`config.mk`:
```
export PLATFORM = sky130hd
export DESIGN_NAME = mem_arb
export DESIGN_NICKNAME = d
export VERILOG_FILES = /design/src/rtl/mem_arb.sv
export SDC_FILE = /design/constraint.sdc
export NUM_CORES = 1
export LEC_CHECK = 0
export ABC_AREA = 1
export BUFFER_PORTS_ARGS = -buffer_cell sky130_fd_sc_hd__buf_2
export CORE_ASPECT_RATIO = 0.9
export CORE_MARGIN = 2
export CORE_UTILIZATION = 38
export DETAILED_ROUTE_END_ITERATION = 7
export PLACE_DENSITY = 0.79
export SLEW_MARGIN = 15
export SYNTH_ARGS = -nofsm -noshare
export SYNTH_HDL_FRONTEND = slang
export SYNTH_SLANG_ARGS = --single-unit
```
`constraint.sdc`:
```
create_clock -name clk -period 1.6 [get_ports clk]
set_clock_uncertainty 0.1 [all_clocks]
set_input_delay 0.08 -clock clk [delete_from_list [all_inputs] [get_ports clk]]
set_output_delay 0.08 -clock clk [all_outputs]
set_load 0.1 [all_outputs]
```
`src/rtl/mem_arb.sv`:
```
// Two-port (fetch/memory stage) arbiter in front of a single-port, fixed-latency memory.
// Define MEM_ARB_RR_EN for round-robin arbitration; the default build gives the data port fixed priority.
module mem_arb #(
  parameter int LAT = 2
) (
  input  logic        clk,
  input  logic        reset,
  input  logic        IReq,
  input  logic [31:0] IAddr,
  output logic [31:0] IRdata,
  output logic        IValid,
  input  logic        DReq,
  input  logic        DWe,
  input  logic [31:0] DAddr,
  input  logic [31:0] DWdata,
  output logic [31:0] DRdata,
  output logic        DValid,
  output logic        StallF,
  output logic        StallM,
  output logic        MemEn,
  output logic        MemWe,
  output logic [31:0] MemAddr,
  output logic [31:0] MemWdata,
  input  logic [31:0] MemRdata,
  output logic [1:0]  dbg_state
);

  typedef enum logic [1:0] {
    IDLE   = 2'd0,
    BUSY_I = 2'd1,
    BUSY_D = 2'd2
  } state_t;

  localparam logic [3:0] LAT4 = 4'(LAT);

  state_t     state;
  logic [3:0] cnt;
  logic       cur_we;
  logic       elig_i;
  logic       elig_d;
  logic       pick_d;
  logic       start;

  // Handshake: a requester raises Req with its address/data and holds all of them
  // stable until its Valid pulse; Req seen in the same cycle as its own Valid is ignored.
  assign elig_i = IReq & ~IValid;
  assign elig_d = DReq & ~DValid;

`ifdef MEM_ARB_RR_EN
  logic last_d;
  assign pick_d = elig_d & (~elig_i | ~last_d);
`else
  assign pick_d = elig_d;
`endif

  assign start     = (state == IDLE) & (elig_i | elig_d);
  assign StallF    = IReq & ~IValid;
  assign StallM    = DReq & ~DValid;
  assign dbg_state = state;

  // The memory command is issued in the grant cycle itself; reset masks it immediately.
  always_comb begin
    MemEn    = reset & start;
    MemWe    = 1'b0;
    MemAddr  = 32'd0;
    MemWdata = 32'd0;
    if (reset && start) begin
      if (pick_d) begin
        MemWe    = DWe;
        MemAddr  = DAddr;
        MemWdata = DWdata;
      end else begin
        MemAddr  = IAddr;
      end
    end
  end

  always_ff @(posedge clk or negedge reset) begin
    if (!reset) begin
      state  <= IDLE;
      cnt    <= 4'd0;
      cur_we <= 1'b0;
      IValid <= 1'b0;
      DValid <= 1'b0;
      IRdata <= 32'd0;
      DRdata <= 32'd0;
`ifdef MEM_ARB_RR_EN
      last_d <= 1'b0;
`endif
    end else begin
      IValid <= 1'b0;
      DValid <= 1'b0;
      case (state)
        IDLE: begin
          if (start) begin
            state  <= pick_d ? BUSY_D : BUSY_I;
            cnt    <= LAT4;
            cur_we <= pick_d & DWe;
`ifdef MEM_ARB_RR_EN
            last_d <= pick_d;
`endif
          end
        end
        BUSY_I, BUSY_D: begin
          cnt <= cnt - 4'd1;
          // cnt reaches 1 in the cycle the memory presents read data
          if (cnt == 4'd1) begin
            state <= IDLE;
            if (state == BUSY_I) begin
              IValid <= 1'b1;
              IRdata <= MemRdata;
            end else begin
              DValid <= 1'b1;
              if (!cur_we) DRdata <= MemRdata;
            end
          end
        end
        default: state <= IDLE;
      endcase
    end
  end

endmodule

```
== Word-level counts from Yosys, hierarchy flattened ==
Cells that the tools add are included.
W data, S select, Z words.

* Add/sub/neg operators: 1
* Equal/unequal tests: 5
* Mux-type cells: 18
* Bitwise logic cells: 10
* Reductions and logical operators: 9

{| class="wikitable"
|+ Operator list
! kind !! number
|-
| $mux W32 || 4
|-
| $mux W1 || 8
|-
| $pmux W4 S2 || 1
|-
| $mux W2 || 3
|-
| $reduce_and A2 Y1 || 3
|-
| $and A1 B1 Y1 || 5
|-
| $eq A4 B1 Y1 const B || 1
|-
| $mux W4 || 1
|-
| $ne A2 B2 Y1 const B || 2
|-
| $not A1 Y1 || 4
|-
| $pmux W2 S2 || 1
|-
| $reduce_and A4 Y1 || 1
|-
| $sub A4 B1 Y4 const B || 1
|-
| $reduce_and A3 Y1 || 1
|-
| $eq A2 B1 Y1 const B || 1
|-
| $eq A2 B2 Y1 const B || 1
|-
| $logic_not A2 Y1 || 1
|-
| $reduce_bool A2 Y1 || 1
|-
| $reduce_or A2 Y1 || 1
|-
| $logic_and A1 B1 Y1 || 1
|-
| $or A1 B1 Y1 || 1
|}

* Flip-flop bits (word level): 73
* Output and inout bits: 136
* Logic and storage cells: 50

== Longest topological paths before layout ==
Gate-level depths: netlist (run 1).

* Depth in word-level cells: 6
* Gate-level depth with buffers: 8
* Depth with buffers taken out: 7

== Worst setup path before layout (run 1) ==
Ideal clock, no wire load.

* Kind: reg-to-output
* From: reg DValid
* To: out MemWdata[22]
* Arrival time: 3136 ps
* Required time: 1420 ps
* Setup slack: -1716 ps
* Stages on the path, launching flop included: 8
* Cell sequence: dfrtp_1 > inv_1 > nand2_2 > inv_1 > buf_4 > buf_2 > nand2_1 > nor2_1

* Cells in the longest elaborated chain, start to end: 6
* Elaborated cells between the ends (all ways): 7

{| class="wikitable"
|+ RTL lines
! item !! RTL line !! source
|-
| start, declared || 17 || <nowiki>output logic DValid,</nowiki>
|-
| start signal, assigned || 84 || <nowiki>DValid <= 1'b0;</nowiki>
|-
| start signal, assigned || 92 || <nowiki>DValid <= 1'b0;</nowiki>
|-
| start signal, assigned || 113 || <nowiki>DValid <= 1'b1;</nowiki>
|-
| $not A1 Y1 (*) || -- ||
|-
| $and A1 B1 Y1 (*) || -- ||
|-
| net StallM || 19 || <nowiki>output logic StallM,</nowiki>
|-
| $or A1 B1 Y1 || 56 || <nowiki>assign start = (state == IDLE) & (elig_i | elig_d);</nowiki>
|-
| $and A1 B1 Y1 || 56 ||
|-
| $logic_and A1 B1 Y1 || 67 || <nowiki>if (reset && start) begin</nowiki>
|-
| $mux W32 (*) || 67 ||
|-
| end, declared || 23 || <nowiki>output logic [31:0] MemWdata,</nowiki>
|}

The timed path passes the listed nets; every way through them passes the cells marked *.

== Final worst setup path (run 1) ==
* From: reg state[0] (netlist: dbg_state[0])
* To: out MemAddr[0]

* Cells in the longest elaborated chain, start to end: 4

{| class="wikitable"
|+ RTL lines
! item !! RTL line !! source
|-
| start, declared || 36 || <nowiki>state_t state;</nowiki>
|-
| start signal, assigned || 96 || <nowiki>state <= pick_d ? BUSY_D : BUSY_I;</nowiki>
|-
| $logic_not A2 Y1 || 56 ||
|-
| $and A1 B1 Y1 || 56 ||
|-
| $logic_and A1 B1 Y1 || 67 ||
|-
| $mux W32 || 67 ||
|-
| end, declared || 22 || <nowiki>output logic [31:0] MemAddr,</nowiki>
|}

No other way between the ends.

==> impl_metrics.json, run 1 <==
{
  "yosysMostFrequentCell": "nand2_1",
  "cts-root-buf": "clkbuf_16",
  "cts.clk_slew.worst_paths_ps": 60,
  "antenna_found_initial": 1,
  "via_per_inst": 5.57,
  "violations": "negative setup slack",
  "top_layer": "met4",
  "route.detailed.drc": 0,
  "first_global_vias": 5114,
  "fmax_mhz": 468,
  "fillCellCount": 405,
  "die_h_microns": 99.6,
  "async_reset_ff_share_pct": 100,
  "die-area_sq_mm": 0.0110,
  "yosysUniqueCellTypes": 19,
  "wl_per_cell_microns": 23.5,
  "syn_to_final_growth_pct": 122,
  "outcome": "finished with violations",
  "ys_seq_area_share_pct": 47.4,
  "met3_length_mm": 2.28,
  "grt_pass1_wl_mm": 27.8,
  "fin_crit_sh_pct": 133,
  "cts_tree": "built",
  "gp_congestion": 0.897,
  "grt_max_degree": 74,
  "grt-ovfl-total": 0,
  "wirelength_mm": 22.5,
  "fin_tns_setup_ps": -40120,
  "numCtsBuffers": 9,
  "vias": 5322,
  "netlist_instances": 487,
  "netlist.top_cell.by_area": "dfrtp_1",
  "yosys.area.top_type_share_pct": 47.4,
  "instances_no_fill": 956,
  "crit_type": "flip-flop to output port",
  "detail-route-antenna-nets": 0,
  "layout-drive-gt1-share_pct": 59.2,
  "min_path_type": "input pin to flip-flop",
  "ys_top_cells_by_area": "dfrtp_1, nand2_1, o21ai_2",
  "wl_met1_mm": 7.24,
  "crit_start": "dbg_state[0]$_DFFE_PN0P_",
  "cp.arrival_ps": 1960,
  "dp_hpwl_mm": 11.6,
  "syn-cell-area_sq_mm": 0.00386,
  "slew_headroom_pct": 56.3,
  "worst_pin_slew_ps": 655,
  "fp-row-count": 34,
  "worst_slack_ps": -535,
  "r2r_start": "dbg_state[0]$_DFFE_PN0P_",
  "h-tree-depth": 3,
  "drtIter0Drc": 538,
  "maxCapViolCount": 0,
  "wl_met2_mm": 11.2,
  "holdCritStartpoint": "DReq",
  "ys_ff_latch": 73,
  "power.static_leakage_uw": 0.00404,
  "setup_viol": 128,
  "vdd_drop_max_uv": 2610,
  "clk_path_buf_depth": 2,
  "power_density_mw_per_mm2": 2420,
  "die_w_microns": 110,
  "worstPathMaxFanout": 16,
  "final_cell_area_sq_mm": 0.00858,
  "syn_avg_cell_area_sq_um": 7.92,
  "fin_crit_ps": 2140,
  "required_ps": 1420,
  "clock-sinks": 73,
  "preCtsSetupSlack_ps": -268,
  "startpoint_type": "flip-flop",
  "dpl_cell_area_sq_mm": 0.00707,
  "synth_common_cells": "nand2_1, dfrtp_1, inv_1",
  "synth.net_count": 625,
  "floorplan.initialDensity_pct": 39.4,
  "final_core_util_pct": 87.7,
  "synth_edf_count": 0,
  "hold_viol": 0,
  "synth_flop_cell": "dfrtp_1",
  "grtUsageTotal_pct": 33.6,
  "ys_warn_count": 0,
  "rsz0062_at_grt": "yes",
  "drt-pass1-iter-count": 5,
  "core_sq_mm": 0.00978,
  "pin_count": 269,
  "drv_slew": 0,
  "portBuffers": 268,
  "dp_cells": 877,
  "layout.nets": 962,
  "clk_latency_ps": 350,
  "endpoint_kind": "output port"
}
## layer usage
| metal | vias up | global-route usage, % |
|---|---|---|
| met5 | - | 0 |
| met4 | 0 | 18.2 |
| met3 | 157 | 8.26 |
| met2 | 458 | 59.3 |
| met1 | 2510 | 36.7 |
| li1 | 2197 | - |
## stage by stage
step | power (uW) | hold slack (ps)
finish | 20700 | 227
global route | 21100 | 270
CTS | 19200 | 212
detailed placement | 16400 | 244
global placement | 16200 | 235
floorplan | 13600 | -316
## registers in the layout, summed over array words and instances (netlist names)
name       count
IValid         1
DValid         1
IRdata        32
dbg_state      2
DRdata        32
cnt            4
cur_we         1
## worst max-delay path: stages (launching register included)
cell,delay [ps]
dfrtp_4,490
inv_2,80
ha_4,140
inv_4,40
a21oi_4,180
nand2_8,100
buf_12,190
a21oi_4,180
buf_12,200
## cell type report
cell class,count,area [sq um],area share (%)
Antenna cell,1,2.50,0.0292
Clock buffer,9,225,2.63
Clock inverter,7,70.1,0.817
Inverter,49,205,2.39
Multi-Input combinational cell,336,2580,30.1
Sequential cell,73,1840,21.4
Tap cell,126,158,1.84
Timing Repair Buffer,355,3490,40.7
## layout by cell type, fill, tap and decap left out, types with 23 or more instances in the layout
cell type / n
o21ai_2: 26
nor2_4: 33
inv_1: 40
dfrtp_1: 69
nand2_1: 146
dlygate4sd3_1: 34
buf_4: 23
buf_2: 199
buf_12: 79
a21oi_4: 33
nand2_4: 32
## kinds of logic (layout without fill, tap and decap cells)
logic type / after synthesis / after routing / synth area share (%)
buffers and inverters: 78 / 420 / 10.3
and+or+nand+nor: 230 / 230 / 23.0
xor gates and xnor gates: 1 / 1 / 0.227
DFF: 73 / 73 / 47.4
adders and majority gates: 5 / 5 / 1.62
AOI/OAI and AO/OA: 100 / 100 / 17.5
other: 0 / 1 / 0
## path summary, 6_finish.rpt
check	end	slack [ps]	cells after the start
setup reg to reg	DRdata[19]$_DFFE_PN0P_	-240	9
setup / recovery	MemAddr[0]	-540	8
min in group asynchronous	cnt[3]$_DFFE_PN0P_	440	3
hold reg to reg	IRdata[13]$_DFFE_PN0P_	410	2
max in group asynchronous	dbg_state[1]$_DFFE_PN0P_	460	3
hold / removal	dbg_state[1]$_DFFE_PN0P_	230	6
## power by group
group	internal, uW	switching, uW
Combinational	3500	11400
Sequential	2770	953
Clock	1100	962
Total	7360	13400
## repair_timing
action                                 CTS  global route
setup endpoints to repair               99           137
buffers inserted                        10            11
cloned                                   6             6
pin swaps                                5             6
endpoints found under the hold margin   92             0
hold buffers                            34             0
resized for setup                       48            70
Power figures use the tool's default switching activity.
==> run 2, diff against run 1 <==
ABC_AREA = unset   (was 1)
CORE_UTILIZATION = 37   (was 38)
PLACE_DENSITY = 0.78   (was 0.79)
==> run 2 against run 1 <==
The flow finishes with violations (negative hold slack, negative setup slack); first-iteration DRC count is 65% lower; worst hold slack worse by 260 ps; synthesized cell count down 29%; die area fell by 0.22%; core utilization is 4.8 points lower; final area shrank 5.8%; highest routed layer unchanged.
==> impl_metrics.json, run 2 <==
{
  "outcome": "finished with violations",
  "violations": "negative hold slack, negative setup slack",
  "final_cell_area_sq_mm": 0.00808,
  "route.detailed.drc": 0,
  "startpoint_type": "flip-flop",
  "drt-pass1-iter-count": 6,
  "fp-row-count": 34,
  "yosysMostFrequentCell": "dfrtp_1",
  "async_reset_ff_share_pct": 100,
  "cp.arrival_ps": 2180,
  "synth_edf_count": 0,
  "h-tree-depth": 3,
  "reg2reg_slack_ps": -440,
  "r2r_end": "DRdata[3]$_DFFE_PN0P_",
  "layout_commonest_cell": "buf_2",
  "syn_to_final_growth_pct": 116,
  "gp_congestion": 0.776,
  "dp_cells": 743,
  "ys_top_cells_by_area": "dfrtp_1, mux2_4, mux2_1",
  "slowest_stage": "dfrtp_1",
  "cts.clk_slew.worst_paths_ps": 90,
  "setup.worst_path.end": "DRdata[3]$_DFFE_PN0P_",
  "worst_pin_slew_ps": 910,
  "cp_num_buf_inv": 2,
  "portBuffers": 268,
  "cts-root-buf": "clkbuf_8",
  "crit_type": "flip-flop to flip-flop",
  "grt_max_degree": 74,
  "fin_crit_ps": 2040,
  "die-area_sq_mm": 0.0110,
  "netlist.top_cell.by_area": "dfrtp_1",
  "instances_no_fill": 812,
  "clk_path_buf_depth": 2,
  "hold_viol": 16,
  "antenna_found_initial": 0,
  "die_h_microns": 99.5,
  "clock-sinks": 73,
  "yosysUniqueCellTypes": 28,
  "path_delay_family": "simple AND/OR/NAND/NOR gates",
  "syn_avg_cell_area_sq_um": 10.9,
  "crit_path_cell_trace": "inv_2 -> ha_4 -> nor3b_4 -> nand2_2 -> or3_4 -> buf_16 -> mux2_4",
  "synth_common_cells": "dfrtp_1, nand2_1, a21oi_1",
  "syn-cell-area_sq_mm": 0.00375,
  "fin_crit_sh_pct": 127,
  "grt_pass1_wl_mm": 23.3,
  "grt-ovfl-total": 0,
  "core_sq_mm": 0.00974,
  "via_per_inst": 4.99,
  "cp_slowest_stage_delay_ps": 400,
  "worst_slack_ps": -437,
  "wirelength_mm": 16.5,
  "pin_count": 269,
  "worstPathMaxFanout": 16,
  "cts_tree": "built",
  "drv_slew": 0,
  "dp_hpwl_mm": 10.3,
  "r2r_start": "cnt[1]$_DFFE_PN0P_",
  "layout.nets": 819,
  "wl_per_cell_microns": 20.3,
  "first_global_vias": 4301,
  "min_path_type": "input pin to asynchronous set/reset pin",
  "timing.hold.ws_ps": -29.5,
  "grtUsageTotal_pct": 28.1,
  "synth_flop_cell": "dfrtp_1",
  "slew_headroom_pct": 39.3,
  "crit_start": "cnt[1]$_DFFE_PN0P_",
  "vias": 4048,
  "ys_seq_area_share_pct": 48.7,
  "final_cell_mix": "buf_2, buf_12, dfrtp_1",
  "rsz0062_at_grt": "yes",
  "layout-drive-gt1-share_pct": 72.7,
  "drtIter0Drc": 190,
  "clk_latency_ps": 340,
  "ys_ff_latch": 73,
  "maxCapViolCount": 0,
  "fin_tns_setup_ps": -48790,
  "synth.net_count": 483,
  "dpl_cell_area_sq_mm": 0.00695,
  "reg.largest.list": "DRdata (32), IRdata (32), cnt (4)",
  "n_antenna_cell": 0,
  "yosys.area.top_type_share_pct": 48.7,
  "netlist_instances": 345,
  "floorplan.initialDensity_pct": 38.5,
  "worst_r2r_path_depth": 7,
  "crit_cells": 7,
  "endpoint_kind": "flip-flop",
  "fmax_mhz": 491,
  "numCtsBuffers": 9,
  "ys_warn_count": 0,
  "setup_viol": 133,
  "detail-route-antenna-nets": 0,
  "required_ps": 1740,
  "die_w_microns": 110
}
==> run 2: changes by cell type in the layout (fill, tap and decap cells not counted), moves of 18 or more <==
| cell | before | now |
|---|---|---|
| and2_4 | 0 | 33 |
| inv_1 | 40 | 0 |
| mux2_4 | 0 | 64 |
| nand2_1 | 146 | 65 |
| nand2_4 | 32 | 3 |
| nor2_4 | 33 | 3 |
| o21ai_1 | 19 | 1 |
| o21ai_2 | 26 | 0 |
==> run 2: worst reg2reg max path, delay by kind of cell (launching register included) <==
family | cells | cell delay [ps]
fa+ha+maj | 1 | 130
buf+inv | 2 | 270
flops | 1 | 400
mux | 1 | 330
simple gates | 3 | 710
==> run 2: cells by family after synthesis <==
group | count (synthesis) | synth area share (%)
muxes | 64 | 22.2
DFF | 73 | 48.7
buffers and inverters | 31 | 4.71
adders and majority gates | 5 | 1.67
and+or+nand+nor | 124 | 15.7
AOI/OAI and AO/OA | 47 | 6.74
xor gates and xnor gates | 1 | 0.234
==> run 2: area by class of cell <==
type | instances | area, sq um
Sequential cell | 73 | 1840
Inverter | 8 | 50.0
Timing Repair Buffer | 348 | 3340
Tap cell | 126 | 158
Fill cell | 510 | 1660
Multi-Input combinational cell | 241 | 2510
Clock inverter | 5 | 37.5
Clock buffer | 11 | 141
==> run 2: how the worst min path moves through the flow <==
stage                 startpoint                endpoint  cells after the start
floorplan                  reset   DRdata[0]$_DFFE_PN0P_                      0
global placement    MemRdata[22]  IRdata[22]$_DFFE_PN0P_                      2
detailed placement  MemRdata[22]  IRdata[22]$_DFFE_PN0P_                      2
CTS                        reset   IRdata[6]$_DFFE_PN0P_                      2
global route                 DWe      cur_we$_DFFE_PN0P_                      4
finish                     reset   IRdata[1]$_DFFE_PN0P_                      2
==> run 2: timing repair <==
item | 4_1_cts | 5_1_grt
setup buffers | 14 | 7
hold buffers | 32 | 0
endpoints found under the hold margin | 64 | 0
gates cloned | 6 | 2
pin swaps | 7 | 10
setup endpoints to repair | 132 | 138
resized for setup | 60 | 28
==> run 2: through the flow <==
step	hold WS, ps	worst slack [ps]	utilization (%)
final	-29.5	-437	82.9
after global routing	36.8	-483	82.9
after CTS	10.0	-395	81.7
after detailed placement	215	-522	71.4
after global placement	214	-468	71.4
after floorplan	-316	-541	-
==> run 2: metal layers <==
layer	GRT usage, %	wire (microns)	up-vias
li1	-	-	1830
met1	32.1	5910	1989
met2	52.1	9110	204
met3	5.77	1190	25
met4	8.37	286	0
met5	0	0	-
Power of run 2 is left out: the tool's default activity adds up to more than one toggle a clock period on the data nets, which glitch-free logic cannot reach.
